<file path="src/rtl/lightstand_pkg.sv">
// rtl/lightstand_pkg.sv - shared lightstand mode, select and state encodings
// Contents:
//   MODE_*  : front-panel mode encodings (i_mode)
//   SEL_*   : 5:1 channel mux select values, also used by the mux itself
//   state_t : sequencer state; values equal the mode that selects them
//   sel_is_chan() : 1 when a select value routes a real channel (1..4)
package lightstand_pkg;

  localparam int SEL_W = 3;

  localparam logic [1:0] MODE_OFF    = 2'b00;
  localparam logic [1:0] MODE_MANUAL = 2'b01;
  localparam logic [1:0] MODE_FWD    = 2'b10;
  localparam logic [1:0] MODE_PP     = 2'b11;

  localparam logic [SEL_W-1:0] SEL_OFF = 3'd0;
  localparam logic [SEL_W-1:0] SEL_CH1 = 3'd1;
  localparam logic [SEL_W-1:0] SEL_CH2 = 3'd2;
  localparam logic [SEL_W-1:0] SEL_CH3 = 3'd3;
  localparam logic [SEL_W-1:0] SEL_CH4 = 3'd4;

  localparam logic DIR_UP   = 1'b0;
  localparam logic DIR_DOWN = 1'b1;

  typedef enum logic [1:0] {
    S_OFF    = MODE_OFF,
    S_MANUAL = MODE_MANUAL,
    S_FWD    = MODE_FWD,
    S_PP     = MODE_PP
  } state_t;

  function automatic logic sel_is_chan(input logic [SEL_W-1:0] sel);
    return (sel >= SEL_CH1) && (sel <= SEL_CH4);
  endfunction

endpackage

</file>
<file path="src/rtl/mux_select_sequencer_if.sv">
// rtl/mux_select_sequencer_if.sv - front-panel inputs and mux select outputs of the sequencer
// Signals:
//   i_enable  : 1 = run, 0 = freeze
//   i_mode    : 2-bit mode (see MODE_*)
//   i_step    : debounced step button level
//   i_dwell   : dwell ticks per channel in auto modes
//   o_select  : mux select 0..4
//   o_ch_valid: 1 when o_select != 0
//   o_wrap    : one-cycle pulse on restart at channel 1
// Modports: master drives the inputs (front panel / bench), slave is the sequencer.
interface mux_select_sequencer_if
  import lightstand_pkg::*;
#(
  parameter int DWELL_W = 8
);
  logic               i_enable;
  logic [1:0]         i_mode;
  logic               i_step;
  logic [DWELL_W-1:0] i_dwell;
  logic [SEL_W-1:0]   o_select;
  logic               o_ch_valid;
  logic               o_wrap;

  modport master (
    output i_enable, i_mode, i_step, i_dwell,
    input  o_select, o_ch_valid, o_wrap
  );

  modport slave (
    input  i_enable, i_mode, i_step, i_dwell,
    output o_select, o_ch_valid, o_wrap
  );
endinterface

</file>
<file path="src/rtl/mux_select_sequencer_tick_prescaler.sv">
// rtl/mux_select_sequencer_tick_prescaler.sv - dwell tick prescaler, one tick per TICK_DIV running cycles
// Ports:
//   i_clk   : clock
//   i_rst_n : synchronous active-low reset
//   i_run   : count this cycle
//   i_clear : return count to 0 (wins over i_run)
//   o_tick  : high in the running cycle where count == TICK_DIV-1
module tick_prescaler #(
  parameter int TICK_DIV = 1000
) (
  input  logic i_clk,
  input  logic i_rst_n,
  input  logic i_run,
  input  logic i_clear,
  output logic o_tick
);
  localparam int CW = (TICK_DIV > 1) ? $clog2(TICK_DIV) : 1;
  localparam logic [CW-1:0] LAST = CW'(TICK_DIV - 1);

  logic [CW-1:0] count;

  // With TICK_DIV=1 LAST is 0, so count never leaves 0 and every running cycle ticks.
  assign o_tick = i_run && !i_clear && (count == LAST);

  always_ff @(posedge i_clk) begin
    if (!i_rst_n) begin
      count <= '0;
    end else if (i_clear) begin
      count <= '0;
    end else if (i_run) begin
      count <= (count == LAST) ? '0 : count + CW'(1);
    end
  end
endmodule

</file>
<file path="src/rtl/mux_select_sequencer.sv">
// rtl/mux_select_sequencer.sv - sequences the 3-bit select of the lightstand 5:1 channel mux
// Ports:
//   i_clk   : clock, rising edge
//   i_rst_n : synchronous active-low reset
//   bus     : slave side of mux_select_sequencer_if (enable/mode/step/dwell in,
//             select/ch_valid/wrap out, all outputs registered)
module mux_select_sequencer
  import lightstand_pkg::*;
#(
  parameter int TICK_DIV = 1000,
  parameter int DWELL_W  = 8
) (
  input  logic                    i_clk,
  input  logic                    i_rst_n,
  mux_select_sequencer_if.slave   bus
);
  state_t             state, nxt_state;
  logic [SEL_W-1:0]   sel_q, nxt_sel, adv_sel;
  logic               ch_valid_q, wrap_q, nxt_wrap, adv_wrap;
  logic               dir_q, nxt_dir, adv_dir;
  logic [DWELL_W-1:0] dwell_cnt, nxt_dwell, eff;
  logic               step_q, step_edge, tick, mode_change, auto_mode, dwell_done;

  assign mode_change = bus.i_enable && (bus.i_mode != state);
  assign auto_mode   = (state == S_FWD) || (state == S_PP);
  assign step_edge   = bus.i_step & ~step_q;
  assign eff         = (bus.i_dwell == '0) ? DWELL_W'(1) : bus.i_dwell;
  assign dwell_done  = dwell_cnt >= (eff - DWELL_W'(1));

  // Prescaler freezes with i_enable=0 and sits at 0 outside the auto modes
  // and on every mode entry, so a fresh auto run gets a full first dwell.
  tick_prescaler #(.TICK_DIV(TICK_DIV)) u_prescaler (
    .i_clk   (i_clk),
    .i_rst_n (i_rst_n),
    .i_run   (bus.i_enable && auto_mode && !mode_change),
    .i_clear (bus.i_enable && (mode_change || !auto_mode)),
    .o_tick  (tick)
  );

  // Next channel for one advance step in the current state.
  always_comb begin
    adv_sel  = SEL_CH1;
    adv_dir  = dir_q;
    adv_wrap = 1'b0;
    if (state == S_PP) begin
      if (dir_q == DIR_UP) begin
        if (sel_q >= SEL_CH3) begin
          adv_sel = SEL_CH4;
          adv_dir = DIR_DOWN;
        end else begin
          adv_sel = sel_q + SEL_W'(1);
        end
      end else begin
        if (sel_q <= SEL_CH2) begin
          adv_sel  = SEL_CH1;
          adv_dir  = DIR_UP;
          adv_wrap = 1'b1;
        end else begin
          adv_sel = sel_q - SEL_W'(1);
        end
      end
    end else if (sel_q == SEL_CH4) begin
      adv_wrap = 1'b1;
    end else begin
      adv_sel = sel_q + SEL_W'(1);
    end
  end

  always_comb begin
    nxt_state = state;
    nxt_sel   = sel_q;
    nxt_dir   = dir_q;
    nxt_dwell = dwell_cnt;
    nxt_wrap  = 1'b0;
    if (bus.i_enable) begin
      if (mode_change) begin
        nxt_state = state_t'(bus.i_mode);
        nxt_sel   = (bus.i_mode == MODE_OFF) ? SEL_OFF : SEL_CH1;
        nxt_dir   = DIR_UP;
        nxt_dwell = '0;
      end else begin
        case (state)
          S_OFF: begin
            nxt_sel   = SEL_OFF;
            nxt_dir   = DIR_UP;
            nxt_dwell = '0;
          end
          S_MANUAL: begin
            if (!sel_is_chan(sel_q)) begin
              nxt_sel = SEL_CH1;
            end else if (step_edge) begin
              nxt_sel  = adv_sel;
              nxt_wrap = adv_wrap;
            end
          end
          default: begin
            if (!sel_is_chan(sel_q)) begin
              nxt_sel = SEL_CH1;
            end else if (tick) begin
              if (dwell_done) begin
                nxt_sel   = adv_sel;
                nxt_dir   = adv_dir;
                nxt_wrap  = adv_wrap;
                nxt_dwell = '0;
              end else begin
                nxt_dwell = dwell_cnt + DWELL_W'(1);
              end
            end
          end
        endcase
      end
    end
  end

  always_ff @(posedge i_clk) begin
    if (!i_rst_n) begin
      state      <= S_OFF;
      sel_q      <= SEL_OFF;
      ch_valid_q <= 1'b0;
      wrap_q     <= 1'b0;
      dir_q      <= DIR_UP;
      dwell_cnt  <= '0;
      step_q     <= 1'b0;
    end else begin
      state      <= nxt_state;
      sel_q      <= nxt_sel;
      ch_valid_q <= (nxt_sel != SEL_OFF);
      wrap_q     <= nxt_wrap;
      dir_q      <= nxt_dir;
      dwell_cnt  <= nxt_dwell;
      // Sampled even while disabled so a held button cannot fake an edge on re-enable.
      step_q     <= bus.i_step;
    end
  end

  assign bus.o_select   = sel_q;
  assign bus.o_ch_valid = ch_valid_q;
  assign bus.o_wrap     = wrap_q;
endmodule

</file>
<file path="src/flat_wrapper.sv">
// flat-port wrapper written by rule: the top's interface ports become plain ports
module mux_select_sequencer_flat import lightstand_pkg::*;
#(
  parameter int TICK_DIV = 1000,
  parameter int DWELL_W  = 8
)
  (i_clk, i_rst_n, bus_i_enable, bus_i_mode, bus_i_step, bus_i_dwell, bus_o_select, bus_o_ch_valid, bus_o_wrap);
  mux_select_sequencer_if #(.DWELL_W(DWELL_W)) bus_i ();
  input  logic i_clk;
  input  logic i_rst_n;
  input wire logic [$bits(bus_i.i_enable)-1:0] bus_i_enable;
  input wire logic [$bits(bus_i.i_mode)-1:0] bus_i_mode;
  input wire logic [$bits(bus_i.i_step)-1:0] bus_i_step;
  input wire logic [$bits(bus_i.i_dwell)-1:0] bus_i_dwell;
  output wire logic [$bits(bus_i.o_select)-1:0] bus_o_select;
  output wire logic [$bits(bus_i.o_ch_valid)-1:0] bus_o_ch_valid;
  output wire logic [$bits(bus_i.o_wrap)-1:0] bus_o_wrap;
  assign bus_i.i_enable = bus_i_enable;
  assign bus_i.i_mode = bus_i_mode;
  assign bus_i.i_step = bus_i_step;
  assign bus_i.i_dwell = bus_i_dwell;
  assign bus_o_select = bus_i.o_select;
  assign bus_o_ch_valid = bus_i.o_ch_valid;
  assign bus_o_wrap = bus_i.o_wrap;
  mux_select_sequencer #(.TICK_DIV(TICK_DIV), .DWELL_W(DWELL_W)) u_core (.i_clk(i_clk), .i_rst_n(i_rst_n), .bus(bus_i));
endmodule
</file>
<file path="config.mk">
export PLATFORM = sky130hd
export DESIGN_NAME = mux_select_sequencer_flat
export DESIGN_NICKNAME = d
export VERILOG_FILES = /design/src/rtl/lightstand_pkg.sv /design/src/rtl/mux_select_sequencer_if.sv /design/src/rtl/mux_select_sequencer_tick_prescaler.sv /design/src/rtl/mux_select_sequencer.sv /design/src/flat_wrapper.sv
export SDC_FILE = /design/constraint.sdc
export NUM_CORES = 1
export LEC_CHECK = 0
export CORE_AREA = 2 2 92 94
export CTS_BUF_LIST = sky130_fd_sc_hd__clkbuf_4 sky130_fd_sc_hd__clkbuf_8
export DETAILED_ROUTE_END_ITERATION = 10
export DIE_AREA = 0 0 94 96
export PLACE_DENSITY = 0.4
export RECOVER_POWER = 50
export SETUP_SLACK_MARGIN = 0.2
export SLEW_MARGIN = 10
export SYNTH_ARGS = -nofsm -noshare
export SYNTH_HDL_FRONTEND = slang
export SYNTH_SLANG_ARGS = --single-unit
export TNS_END_PERCENT = 30
</file>
<file path="constraint.sdc">
create_clock -name i_clk -period 4.1 [get_ports i_clk]
set_input_delay 0.615 -clock i_clk [delete_from_list [all_inputs] [get_ports i_clk]]
set_output_delay 0.615 -clock i_clk [all_outputs]
set_load 0.03 [all_outputs]
</file>
; ---- Word-level counts from Yosys, hierarchy flattened
; Index checks and enable logic that the tools add are counted.
[totals]
regBits = 27
input_bits = 14
out_inout_bits = 5
elab_cells = 94
[op_classes]
n_addsub = 5
order_cmp = 5
eq_ne = 7
n_mux = 40
n_bitwise = 4
n_reduce_logical = 25
[op_table]
columns = cell, count
row1 = $mux 8, 5
row2 = $mux 3, 12
row3 = $mux 1, 18
row4 = $pmux 8 s2, 1
row5 = $reduce_bool 3->1, 5
row6 = $add 10x1->10 const B, 1
row7 = $eq 10x10->1 const B, 1
row8 = $mux 10, 1
row9 = $add 8x1->8 const B, 1
row10 = $ge 8x8->1, 1
row11 = $logic_not 8->1, 1
row12 = $sub 8x1->8 const B, 1
row13 = $logic_and 1x1->1, 7
row14 = $pmux 3 s2, 1
row15 = $reduce_and 6->1, 1
row16 = $eq 2x2->1 const B, 2
row17 = $logic_not 2->1, 2
row18 = $pmux 1 s2, 2
row19 = $reduce_and 4->1, 1
row20 = $add 3x1->3 const B, 1
row21 = $eq 3x3->1 const B, 1
row22 = $ge 3x1->1 const B, 1
row23 = $ge 3x2->1 const B, 1
row24 = $le 3x2->1 const B, 1
row25 = other kinds (12), 17

; ---- Longest topological paths before layout
; Gate-level depths: netlist of the first run.
[depth]
word_depth = 14
mapped_depth = 15
ltp_nobuf = 15

; ---- Cells and area by module
; A second synthesis of the first run with hierarchy kept.
[hier_totals]
hier_cells = 253
area_unflattened_um2 = 2065.7
[modules_own_cells]
columns = mod, n_inst, cells_per_inst, area_each_um2, seq_area_each_um2
row1 = mux_select_sequencer, 1, 199, 1566.5, 340.3
row2 = tick_prescaler, 1, 54, 499.2, 200.2

; ---- Least setup slack after synthesis of the first run
; Ideal clock, no wire load.
[synth_timing]
path_kind = in2reg
startpoint = input bus_i_dwell[3]
endpoint = register u_core.ch_valid_q, in the netlist u_core.bus.o_ch_valid
setup_ns = 0.127
arrival_ns = 3.267
required_ns = 3.973
path_slack_ns = 0.706
stages = 14
n_path_buf = 0
path_cell_list = nor4_1 -> nand2_1 -> nor2_1 -> nor2_1 -> ha_1 -> xnor2_1 -> ha_1 -> a211oi_1 -> o21ai_0 -> a211oi_1 -> nor2_1 -> mux2i_1 -> o22ai_1 -> or3_1
[synth_via]
elab_chain_len = 11
[synth_rtl]
columns = element, line
row1 = "start, declared", flat_wrapper.sv:14  ; input wire logic [$bits(bus_i.i_dwell)-1:0] bus_i_dwell;
row2 = $logic_not 8->1, mux_select_sequencer.sv:27  ; assign eff = (bus.i_dwell == '0) ? DWELL_W'(1) : bus.i_dwell;
row3 = $mux 8 *, mux_select_sequencer.sv:27
row4 = $sub 8x1->8 *, mux_select_sequencer.sv:28  ; assign dwell_done = dwell_cnt >= (eff - DWELL_W'(1));
row5 = $ge 8x8->1 *, mux_select_sequencer.sv:28
row6 = $mux 3 *, mux_select_sequencer.sv:100  ; if (dwell_done) begin
row7 = $mux 3 *, mux_select_sequencer.sv:99  ; end else if (tick) begin
row8 = $mux 3 *, mux_select_sequencer.sv:97  ; if (!sel_is_chan(sel_q)) begin
row9 = $pmux 3 s2 *, mux_select_sequencer.sv:82  ; case (state)
row10 = $mux 3 *, mux_select_sequencer.sv:76  ; if (mode_change) begin
row11 = $mux 3 *, mux_select_sequencer.sv:75  ; if (bus.i_enable) begin
row12 = $reduce_bool 3->1 *, mux_select_sequencer.sv:127  ; ch_valid_q <= (nxt_sel != SEL_OFF);
row13 = "end signal, assigned", mux_select_sequencer.sv:127
row14 = "end, declared", mux_select_sequencer.sv:19  ; logic ch_valid_q, wrap_q, nxt_wrap, adv_wrap;
; Mark *: on every way between the ends. The rest lies on a longest branch, timed or not.
; A chain may end at the register's enable or synchronous reset.

; ---- Worst setup path in the final report of the first run
; Same ends and word-level chain as after synthesis.

==> metrics.yaml, run 1 <==
sta:
  fin_worst_skew_ps: 7.68
  fin_crit_sh_pct: 88.4
  finalSetupTns_ps: 0
  relSlewSlack_pct: 21.8
  max_freq_ghz: 0.276
  setup_violations: 0
  finalHoldViolCount: 0
  rsz0062_at_grt: "no"
  tightest_slew_ps: 1160
  post-route-min-period_ps: 3630
  holdWs_ps: 519
  slew_viol_final: 0
die:
  fp.dieArea_sq_um: 9020
  fp-row-count: 33
  die_y_um: 96
  pin_count: 19
  initial_core_util_pct: 24.1
  design.core.area_sq_um: 8050
  die_x_um: 94
detailed_routing:
  drc: 0
  routed.top_layer: "met4"
  drt-met1-wl_um: 2190
  drtAntennaViolNets: 0
  wl_met2_um: 1970
  viasPerCell: 4.66
  wl_met3_um: 126
  dr.pass1.iters: 4
  drt-initial-drc-count: 61
  wl_per_cell_um: 11.9
  num_vias: 1690
  drt-total-wl_um: 4310
cells_and_area:
  regArea_sq_um: 541
  diodes: 0
  drive_above_1_share_pct: 5.43
  multi_input_area_sq_um: 1340
  final_nets: 293
  areaGrowthSynthToFinish_pct: 18.5
  fill_cells: 876
  instances_no_fill: 363
synth:
  synthAdderAreaFrac_pct: 12.9
  synth_flop_cell: "dfxtp_1"
  synth-edff-count: 0
  netlist.area_leader.share_pct: 27.8
  synth_top_family_by_area: "simple AND/OR/NAND/NOR gates"
  synth.area.mux_share_pct: 2.58
  netlist_area_sq_um: 1940
  synth_common_cells: "35 x nor2_1, 27 x dfxtp_1, 24 x nand2_1"
  synth-async-reset-ratio_pct: 0
  yosysMostFrequentCell: "nor2_1"
  yosysTopAreaCell: "dfxtp_1"
  yosys-top-cells-area: "dfxtp_1 28%, ha_1 13%, nor2_1 6.8%"
  yosys_warnings: 0
  synth_seq_cells: 27
  yosysUniqueCellTypes: 44
  syn-num-nets: 273
  synth-compound-area-share_pct: 18.7
  ys_seq_area_share_pct: 27.8
  synth_xor_area_share_pct: 9.02
  synth-simple-area-share_pct: 25.3
  synthCells: 239
  syn_avg_cell_area_sq_um: 8.12
critical_path:
  crit_path_max_fanout: 5
  max_stage_delay_ps: 430
  path_common_cell: "nor2_1"
  cp_slowest_cell: "clkdlybuf4s50_1"
  crit_type: "primary input to flip-flop"
  cp_top_family: "simple AND/OR/NAND/NOR gates"
  crit_chain: "clkdlybuf4s50_1 > nor4_2 > nand2_1 > nor2_1 > nor2_1 > ha_1 > xnor2_1 > ha_1 > a211oi_1 > o21ai_0 > a211oi_1 > buf_4 > nor2_1 > mux2i_1 > o22ai_1 > or3_1"
  ff2ff_path_depth: 7
  worstPathArrival_ps: 3790
  path_buf_inv: 2
  required_ps: 4260
  rrSetupSlack_ps: 1440
  start_kind: "primary input"
  end_kind: "flip-flop"
  crit_cells: 16
global_route:
  grt_max_degree: 15
  grt-ovfl-total: 0
  grt_pass1_wl_um: 7220
  grt_usage_pct: 9.92
  antenna_found_initial: 0
  grt_pass1_vias: 1515
power_and_ir_drop:
  vdd_ir_drop_max_v: 0.000132
  finalPower_mw: 0.548
  power_leakage_nw: 0.859
  p_per_area_nw_per_um2: 238
clock_tree:
  clk_latency_ps: 270
  cts_tree: "built"
  clockBufferDepth: 2
  post_cts_buffers: 0
  cts_htree_levels: 1
  clk_pin_slew_ps: 100
  cts_num_sinks: 27
  cts-buffers-inserted: 3
  clockRootBuffer: "clkbuf_8"
outcome:
  status: "finished clean"
worst_hold_path:
  holdPathStages: 2
  hold_path.class: "flip-flop to flip-flop"
run:
  maxCapViolCount: 0
placement:
  post-dp-hpwl_um: 3330
  place_congestion: 0.775
  portBuffers: 18
  dp_cells: 359
## area by class of cell
class / count / share of cell area [%]
Clock buffer: 4 / 2.12
Inverter: 11 / 1.79
Multi-Input combinational cell: 195 / 58.1
Sequential cell: 27 / 23.5
Tap cell: 105 / 5.71
Timing Repair Buffer: 21 / 8.81
## cells by family after synthesis
group | count (synthesis)
and+or+nand+nor | 99
AOI/OAI and AO/OA | 51
DFF | 27
xor gates and xnor gates | 20
adders and majority gates | 20
buffers and inverters | 17
muxes | 5
## cell usage in the layout (no fill, tap or decap), types with 4 or more instances in the layout
master           Yosys  layout
a211oi_1             5       5
a21oi_1              7       7
clkdlybuf4s50_1      0      11
dfxtp_1             27      27
dlygate4sd3_1        0       7
ha_1                20      20
inv_1               11      11
mux2i_1              5       5
nand2_1             24      24
nand3_1              6       6
nand4_1              9       9
nor2_1              35      35
nor2b_1              4       4
o211ai_1             4       4
o21ai_0             15      16
or3_1                4       4
xnor2_1              7       7
xor2_1              13      13
## registers in the layout, summed over array words and instances (netlist names)
signal                    flops
u_core.dwell_cnt              8
u_core.u_prescaler.count     10
u_core.step_q                 1
u_core.state                  2
u_core.bus.o_wrap             1
u_core.bus.o_ch_valid         1
u_core.bus.o_select           3
u_core.dir_q                  1
## routing by layer
| metal | vias up | global-route usage [%] |
|---|---|---|
| li1 | 890 | - |
| met1 | 781 | 14.2 |
| met2 | 17 | 15.6 |
| met3 | 2 | 1.88 |
| met4 | 0 | 1.81 |
| met5 | - | 0 |
## worst min-delay path, stage by stage (launching register included)
cell and delay (ps):
dfxtp_1 350, o21ai_0 80, a21oi_1 60
## through the flow
stage / utilization, % / instance area, sq um / setup slack, ps
finish: 28.6 / 2300 / 474
global route: 28.6 / 2300 / 236
CTS: 28.5 / 2290 / 355
detailed placement: 27.9 / 2250 / 90.4
global placement: 27.9 / 2250 / 119
floorplan: - / 1940 / 706
## worst paths after layout
path                                          from                                to
setup / recovery                    bus_i_dwell[3]  u_core.bus.o_ch_valid$_SDFF_PN0_
hold / removal    u_core.dwell_cnt[6]$_SDFFE_PN0P_  u_core.dwell_cnt[6]$_SDFFE_PN0P_
setup reg to reg      u_core.state[1]$_SDFFE_PN0P_  u_core.dwell_cnt[6]$_SDFFE_PN0P_
hold reg to reg   u_core.dwell_cnt[6]$_SDFFE_PN0P_  u_core.dwell_cnt[6]$_SDFFE_PN0P_
## timing repair
item	CTS	global route
endpoints found under the setup margin	0	1
hold buffers	0	0
resized for setup	0	1
## report_power, final
part           switching, mW  leakage [nW]  internal [mW]
registers            0.00839         0.219          0.268
logic                 0.0626         0.614         0.0481
clock network         0.0847        0.0262         0.0763
total                  0.156         0.859          0.392
No activity file was read; power rests on OpenSTA's default activity.
==> inputs of run 2 (changes only) <==
--- a/config.mk
+++ b/config.mk
@@ -9,6 +9,7 @@
 export CTS_BUF_LIST = sky130_fd_sc_hd__clkbuf_4 sky130_fd_sc_hd__clkbuf_8
 export DETAILED_ROUTE_END_ITERATION = 10
 export DIE_AREA = 0 0 94 96
+export GPL_ROUTABILITY_DRIVEN = 0
 export PLACE_DENSITY = 0.4
 export RECOVER_POWER = 50
 export SETUP_SLACK_MARGIN = 0.2
==> constraint.sdc (replaced) <==
create_clock -name i_clk -period 4.1 [get_ports i_clk]
set_input_delay 0.615 -clock i_clk [delete_from_list [all_inputs] [get_ports i_clk]]
set_output_delay 0.615 -clock i_clk [all_outputs]
set_load 0.01 [all_outputs]
==> results of run 2 <==
Same layout as run 1 (identical final DEF). Status: finished clean.
Among the figures that moved: total power 0.548 mW -> 0.544 mW
